==> src/rtl/prog_loader.sv <==
// Framed byte-stream program loader: assembles 18-bit words into program RAM and
// holds the MCU in reset until a frame passes its checksum.
//
//   state   | meaning
//   IDLE    | hunting for SYNC_BYTE, other bytes dropped
//   LEN_H   | awaiting word count high byte
//   LEN_L   | awaiting word count low byte, range check
//   B0..B2  | awaiting word bytes (B0 carries data[17:16])
//   WRITE   | one-cycle RAM write strobe
//   CHK     | awaiting checksum byte
//   DONE    | load good, release MCU
//   ERROR   | frame aborted
module prog_loader #(
  parameter int          ADDR_W    = 12,
  parameter int          DATA_W    = 18,
  parameter logic [7:0]  SYNC_BYTE = 8'hA5,
  parameter int          TIMEOUT   = 100000
) (
  input  logic              clk,
  input  logic              rst,
  input  logic [7:0]        rx_data,
  input  logic              rx_valid,
  output logic              rx_ready,
  output logic [ADDR_W-1:0] prog_addr,
  output logic [DATA_W-1:0] prog_data,
  output logic              prog_we,
  output logic              cpu_reset,
  output logic              load_done,
  output logic              load_error,
  output logic [ADDR_W:0]   word_count
);

  localparam int          TMR_W   = $clog2(TIMEOUT + 1);
  localparam logic [15:0] LEN_MAX = 16'(1 << ADDR_W);

  typedef enum logic [3:0] {
    S_IDLE, S_LEN_H, S_LEN_L, S_B0, S_B1, S_B2, S_WRITE, S_CHK, S_DONE, S_ERROR
  } state_t;

  state_t            state, state_next;
  logic [15:0]       len_q;
  logic [7:0]        chk_q;
  logic [1:0]        b0_q;
  logic [7:0]        b1_q;
  logic [ADDR_W-1:0] addr_cnt;
  logic [TMR_W-1:0]  timer;
  logic              hs;
  logic              timed;
  logic              ready_next;
  logic [15:0]       len_full;
  logic [15:0]       wc_ext;

  assign hs       = rx_valid && rx_ready;
  assign len_full = {len_q[15:8], rx_data};
  assign wc_ext   = 16'(word_count);
  assign timed    = (state == S_LEN_H) || (state == S_LEN_L) || (state == S_B0) ||
                    (state == S_B1) || (state == S_B2) || (state == S_CHK);

  always_comb begin
    state_next = state;
    case (state)
      S_IDLE:  if (hs && rx_data == SYNC_BYTE) state_next = S_LEN_H;
      S_LEN_H: if (hs) state_next = S_LEN_L;
      S_LEN_L: if (hs) state_next = (len_full == 16'd0 || len_full > LEN_MAX) ? S_ERROR : S_B0;
      S_B0:    if (hs) state_next = (rx_data[7:2] != 6'd0) ? S_ERROR : S_B1;
      S_B1:    if (hs) state_next = S_B2;
      S_B2:    if (hs) state_next = S_WRITE;
      S_WRITE: state_next = (wc_ext + 16'd1 == len_q) ? S_CHK : S_B0;
      S_CHK:   if (hs) state_next = (rx_data == chk_q) ? S_DONE : S_ERROR;
      S_DONE:  state_next = S_IDLE;
      S_ERROR: state_next = S_IDLE;
      default: state_next = S_IDLE;
    endcase
    // An idle gap inside a frame aborts it regardless of state.
    if (timed && !hs && timer == TMR_W'(TIMEOUT)) state_next = S_ERROR;
  end

  always_comb begin
    ready_next = 1'b0;
    case (state_next)
      S_IDLE, S_LEN_H, S_LEN_L, S_B0, S_B1, S_B2, S_CHK: ready_next = 1'b1;
      default: ready_next = 1'b0;
    endcase
  end

  always_ff @(posedge clk) begin
    if (rst) begin
      state      <= S_IDLE;
      rx_ready   <= 1'b0;
      prog_addr  <= '0;
      prog_data  <= '0;
      prog_we    <= 1'b0;
      cpu_reset  <= 1'b1;
      load_done  <= 1'b0;
      load_error <= 1'b0;
      word_count <= '0;
      len_q      <= '0;
      chk_q      <= '0;
      b0_q       <= '0;
      b1_q       <= '0;
      addr_cnt   <= '0;
      timer      <= '0;
    end else begin
      state    <= state_next;
      rx_ready <= ready_next;
      prog_we  <= (state_next == S_WRITE);

      if (!timed || hs) timer <= '0;
      else              timer <= timer + TMR_W'(1);

      case (state)
        S_IDLE: if (hs && rx_data == SYNC_BYTE) begin
          cpu_reset  <= 1'b1;
          load_done  <= 1'b0;
          load_error <= 1'b0;
          chk_q      <= '0;
          word_count <= '0;
          addr_cnt   <= '0;
        end
        S_LEN_H: if (hs) begin
          len_q[15:8] <= rx_data;
          chk_q       <= chk_q + rx_data;
        end
        S_LEN_L: if (hs) begin
          len_q[7:0] <= rx_data;
          chk_q      <= chk_q + rx_data;
        end
        S_B0: if (hs) begin
          b0_q  <= rx_data[1:0];
          chk_q <= chk_q + rx_data;
        end
        S_B1: if (hs) begin
          b1_q  <= rx_data;
          chk_q <= chk_q + rx_data;
        end
        // Address and data are latched here so they are stable through WRITE and after.
        S_B2: if (hs) begin
          prog_addr <= addr_cnt;
          prog_data <= {b0_q, b1_q, rx_data};
          chk_q     <= chk_q + rx_data;
        end
        S_WRITE: begin
          addr_cnt   <= addr_cnt + ADDR_W'(1);
          word_count <= word_count + (ADDR_W+1)'(1);
        end
        default: ;
      endcase

      if (state_next == S_DONE) begin
        load_done <= 1'b1;
        cpu_reset <= 1'b0;
      end
      if (state_next == S_ERROR) load_error <= 1'b1;
    end
  end

endmodule
==> config.mk <==
export PLATFORM = sky130hd
export DESIGN_NAME = prog_loader
export DESIGN_NICKNAME = d
export VERILOG_FILES = /design/src/rtl/prog_loader.sv
export SDC_FILE = /design/constraint.sdc
export NUM_CORES = 1
export LEC_CHECK = 0
export BUFFER_PORTS_ARGS = -buffer_cell sky130_fd_sc_hd__buf_2
export CORE_ASPECT_RATIO = 1.5
export CORE_MARGIN = 3
export CORE_UTILIZATION = 60
export CTS_CLUSTER_SIZE = 16
export DETAILED_ROUTE_END_ITERATION = 10
export PLACE_DENSITY = 0.81
export RECOVER_POWER = 25
export REMOVE_ABC_BUFFERS = 1
export SYNTH_ARGS = -nofsm -noshare
export SYNTH_HDL_FRONTEND = slang
export SYNTH_SLANG_ARGS = --single-unit
==> constraint.sdc <==
create_clock -name clk -period 3.1 [get_ports clk]
set_input_delay 0 -clock clk [delete_from_list [all_inputs] [get_ports clk]]
set_output_delay 0 -clock clk [all_outputs]
set_load 0.01 [all_outputs]
# Word-level counts from Yosys, hierarchy flattened
# Index checks and enable logic that the tools add are counted.
[op_classes] n_addsub=5 mul=0 div=0 n_lt_le_gt_ge=1 n_eq_ne=22 shifts=0 n_mux=28 bitwise=0 n_reduce_logical=35
[op_table] cell="$mux 4" n=10
[op_table] cell="$eq 4x3->1 const B" n=8
[op_table] cell="$pmux 4 s8" n=1
[op_table] cell="$pmux 13 s2" n=1
[op_table] cell="$pmux 12 s2" n=1
[op_table] cell="$add 17x1->17 const B" n=1
[op_table] cell="$eq 17x17->1 const B" n=1
[op_table] cell="$eq 14x16->1" n=1
[op_table] cell="$eq 4x2->1 const B" n=4
[op_table] cell="$gt 16x13->1 const B" n=1
[op_table] cell="$logic_not 16->1" n=1
[op_table] cell="$mux 8" n=2
[op_table] cell="$pmux 8 s2" n=1
[op_table] cell="$reduce_and 2->1" n=8
[op_table] cell="$add 13x1->14 const B" n=1
[op_table] cell="$add 13x1->13 const B" n=1
[op_table] cell="$mux 13" n=1
[op_table] cell="$add 12x1->12 const B" n=1
[op_table] cell="$mux 12" n=1
[op_table] cell="$reduce_bool 2->1" n=6
[op_table] cell="$mux 1" n=9
[op_table] cell="$add 8x8->8" n=1
[op_table] cell="$eq 4x1->1 const B" n=2
[op_table] cell="$eq 4x4->1 const B" n=2
[op_table] cell="14 further kinds" n=25
[totals] regBits=115 latchBits=0 mem_bits_rw=0 romBits=0 input_bits=11 out_inout_bits=48 mem_count=0

# Depth between registers and ports, before layout
[logic_depth] depth_word=12 depth_mapped=9 mapped_depth_nobuf=9

# Least setup slack after synthesis
# No wires, ideal clock.
[synth_timing] path_type="register to register" startpoint="register word_count[0]" endpoint="register state[2]" t_arrival_ns=1.926 required_time_ns=2.977 slack_ns=1.050 stages_incl_launch_ff=8 path_cell_list="dfxtp_1 -> ha_1 -> nand3_2 -> nor2_1 -> and3_1 -> mux2_2 -> a21oi_1 -> o41ai_1"
[synth_between] elab_chain_cells=5
[synth_rtl] element="start: declaration" line="30" source="output logic [ADDR_W:0] word_count"
[synth_rtl] element="start signal: assignment" line="144" source="word_count <= word_count + (ADDR_W+1)'(1);"
[synth_rtl] element="$add 13x1->14" line="68" source="S_WRITE: state_next = (wc_ext + 16'd1 == len_q) ? S_CHK : S_B0;"
[synth_rtl] element="$eq 14x16->1" line="68"
[synth_rtl] element="$mux 3" line="68"
[synth_rtl] element="$pmux 4 s8" line="61" source="case (state)"
[synth_rtl] element="$mux 4" line="75" source="if (timed && !hs && timer == TMR_W'(TIMEOUT)) state_next = S_ERROR;"
[synth_rtl] element="end signal: assignment" line="104" source="state <= state_next;"
[synth_rtl] element="end: declaration" line="40" source="state_t state, state_next;"
# No other way between the ends.
# A chain may end at the register's enable or synchronous reset.

# Worst setup path in the final report
[layout_timing] startpoint="register state[0]" endpoint="register cpu_reset"
[layout_between] elab_chain_cells=12 elab_cells_between_ends=29 classes_between="8 x eq/ne; 10 x mux; 11 x reduce/logical"
[layout_rtl] element="$eq 4x1->1 or $eq 4x2->1 (tied branches)" line="56, 61"
[layout_rtl] element="$logic_or 1x1->1 (3 in a row)" line="56" source="assign timed = (state == S_LEN_H) || (state == S_LEN_L) || (state == S_B0) ||"
[layout_rtl] element="$logic_or 1x1->1 (2 in a row)" line="57" source="(state == S_B1) || (state == S_B2) || (state == S_CHK);"
[layout_rtl] element="$logic_and 1x1->1 (2 in a row)" line="75"
[layout_rtl] element="$mux 4" line="75"
[layout_rtl] element="$eq 4x4->1" line="149" source="if (state_next == S_DONE) begin"
[layout_rtl] element="$reduce_bool 2->1 (no source line)"
[layout_rtl] element="$reduce_and 2->1 (no source line)"
[layout_rtl] element="end signal: assignment" line="93" source="cpu_reset <= 1'b1;"
[layout_rtl] element="end signal: assignment" line="113" source="cpu_reset <= 1'b1;"
[layout_rtl] element="end signal: assignment" line="151" source="cpu_reset <= 1'b0;"
[layout_rtl] element="end: declaration" line="27" source="output logic cpu_reset,"
# Several ways; a longest one is shown, not always the timed one.

==> out/results.tsv <==
stage	metric	value	unit
outcome	run status	finished clean	
floorplan	Die Span Y	122.1	um
pwr	Lkg Pwr	2.405	nW
cts	root buffer cell	clkbuf_16	
grt	most used routing layer in global routing	met2	
placement	RePlAce Congestion	0.9085	
finish	FILL cells	686	
cts	Resized Gates After CTS	0	
worst_setup_path	CP max stage cell	nor4_1	
yosys	Yosys cell types	60	
worst_setup_path	Startpoint Class	flip-flop	
placement	dpl hpwl	9372	um
worst_setup_path	crit path cell chain	nor2_1, nand3_1, nand2_1, nor4_1, a21oi_1	
route	Vias/cell	5.915	
floorplan	IO Count	59	
cts	clock slew at reported path FFs	50	ps
pwr	PwrDens	537.8	nW/um^2
finish	fin cells	838	
cts	CTS tree	yes	
yosys	Seq/Total Area, Yosys	42.68	%
cts	clock sinks	115	
placement	placed cell area	5749	sq um
yosys	Post-synth top flop	dfxtp_1	
flow_run	maxcap violations	0	
yosys	post-synthesis register bit count	115	
worst_setup_path	Worst Path Max Fanout	14	
placement	port bufs	58	
worst_setup_path	WP data required	3360	ps
finish	Final nets	744	
cts	post-CTS setup buffer count	0	
grt	GR Util met3	7.172	%
route	DRC viols	0	
yosys	synth top area cells	dfxtp_1 (43%), nand2_1 (7.0%), nor2_1 (6.8%)	
hold_path	class of the worst hold path	in -> reg	
grt	number of global-route vias before repair	4760	
worst_setup_path	Crit path buffers/inverters	0	
floorplan	initial core utilization	62.96	%
grt	first-pass GRT wire length	22020	um
sta	Max Freq	430.7	MHz
route	final wirelength	13340	um
finish	layout cells sized above 1	9.029	%
route	routed len/inst	15.92	um
sta	Tmin final	2322	ps
floorplan	die width	83.42	um
yosys	total number of yosys warnings	0	
grt	routing usage on met1	30.10	%
sta	pins over their slew limit	0	
yosys	most numerous cell in the Yosys netlist	dfxtp_1	
grt	pin count of the biggest net entering global routing	56	
route	antenna-violating nets left	0	
sta	worst rel slew slack	54.16	%
finish	layout overhead on the synthesized area	17.70	%
worst_setup_path	delay-heaviest family, CP	simple AND/OR/NAND/NOR gates	
pwr	worst vdd rail ir drop	0.4430	mV
yosys	top cell type's share of synthesized area	42.68	%
floorplan	area of the core	8567	sq um
grt	initial antenna violation count	0	
route	routed vias	4957	
yosys	commonest cells in the netlist	dfxtp_1 (115), nand2_1 (100), nor2_1 (97)	
sta	Slew @ Worst Pin	681.4	ps
floorplan	Rows	41	
yosys	syn_area_per_cell	8.160	sq um
worst_setup_path	WS Path Type	reg -> reg	
sta	Setup Viol. Count Final	0	
yosys	ys async rst share	0	%
grt	total gr overflow	0	
cts	Num CTS Buffers	17	
worst_setup_path	CP Capture Type	flip-flop	
route	First DRT Iteration DRCs	380	
sta	Hold Fails Final Rpt	0	
yosys	area of the mapped netlist	5394	sq um
yosys	Post-synth EDFFs	0	
route	drt first pass iters	5	
finish	Antenna Diode Count	0	
cts	clock tree buffer depth	2	
worst_setup_path	CP max stage delay	730	ps
floorplan	die outline area	10190	sq um
finish	Post-Layout Inst Area	6349	sq um
grt	met2 Usage GRT	47.39	%
finish	Reg area	2302	sq um
sta	Max Clock Skew	7.785	ps
sta	final worst path period share	74.90	%
yosys	Synth area leader	dfxtp_1	
placement	dpl cells	800	
worst_setup_path	CP arrival	2580	ps
grt	GRT Total Usage	27.24	%
finish	multi-input logic area	2910	sq um
cts	# H-tree levels	4	
yosys	Syn Inst Count	661	
cts	clock latency on the worst-skew pair	410	ps
sta	RSZ-0062 raised after global routing	false	
[power by group]
| group | switching, mW | internal (mW) | total (mW) |
|---|---|---|---|
| sequential | 0.000916 | 1.48 | 1.48 |
| clock | 0.621 | 1.23 | 1.85 |
| combinational | 0.0573 | 0.0266 | 0.0839 |
| total | 0.679 | 2.73 | 3.41 |
[routing by layer]
layer  routed length, um  vias to the layer above  part of all wire, %
li1                    -                     2409                    -
met1                5114                     2316                   38
met2                6828                      181                   51
met3                 830                       51                  6.2
met4                 567                        0                  4.3
met5                   0                        -                    0
[flip-flops by register name, indices dropped and copies added (netlist names), 2 cells and up]
signal / count
chk_q: 8
timer: 17
b0_q: 2
b1_q: 8
addr_cnt: 12
len_q: 16
state: 4
word_count: 13
prog_data: 18
prog_addr: 12
[worst min-delay path, delay by kind of cell]
| family | cells | cell delay (ps) |
|---|---|---|
| compound gates | 1 | 70 |
| buf+inv | 1 | 130 |
| simple gates | 3 | 370 |
[final timing paths]
check                from      endpoint  slack (ps)  depth (start not counted)
max              state[0]     cpu_reset         780                          5
min              rx_valid      state[1]         210                          5
max reg2reg      state[0]     cpu_reset         780                          5
min reg2reg  prog_addr[0]  prog_addr[0]         450                          2
[through the flow]
stage / setup TNS [ps] / setup slack (ps) / hold slack, ps / utilization, % / power [mW]
after floorplan: -4604 / -149.4 / 69.07 / - / 1.537
after global placement: 0 / 934.3 / 318.7 / 67.11 / 1.584
after detailed placement: 0 / 807.7 / 322.3 / 67.11 / 1.586
after CTS: 0 / 811.0 / 185.3 / 74.69 / 3.435
after global routing: 0 / 540.8 / 256.1 / 74.11 / 3.516
final: 0 / 778.2 / 206.7 / 74.11 / 3.414
[cell type report]
| cell class | count | area share [%] |
|---|---|---|
| clock buffers | 24 | 7.588 |
| well taps | 107 | 2.109 |
| inverters | 14 | 0.8277 |
| multi-input cells | 498 | 45.84 |
| repair buffers | 75 | 6.149 |
| clock inverters | 5 | 1.222 |
| flip-flops and latches | 115 | 36.26 |
[placed cells by master, fill, tap and decap left out, types with 3 or more instances in the layout]
cell type,instances
a21oi_1,64
a22oi_1,6
a311oi_1,3
and2_1,3
and3_1,10
and4_1,3
buf_2,18
buf_4,8
clkbuf_1,44
clkbuf_16,17
clkbuf_8,3
dfxtp_1,115
dlygate4sd3_1,9
ha_1,11
inv_1,14
mux2_2,6
mux2i_1,25
nand2_1,100
nand3_1,24
nand4_1,7
nor2_1,97
nor2b_1,4
nor3_1,12
nor3b_1,3
nor4_1,8
o211ai_1,3
o21ai_0,21
o41ai_1,3
or3_1,5
xnor2_1,23
xor2_1,16
[kinds of logic after synthesis]
group / count (synthesis) / synth area share, %
and+or+nand+nor: 293 / 24.94
AOI/OAI and AO/OA: 123 / 13.76
DFF: 115 / 42.68
buffers and inverters: 48 / 3.479
xor gates and xnor gates: 39 / 6.332
muxes: 31 / 5.892
adders and majority gates: 12 / 2.923
[repair_timing]
action | CTS | global route
setup endpoints to repair | 0 | 0
hold buffers | 9 | 0
endpoints found under the hold margin | 33 | 0
(Power assumes the default switching activity.)
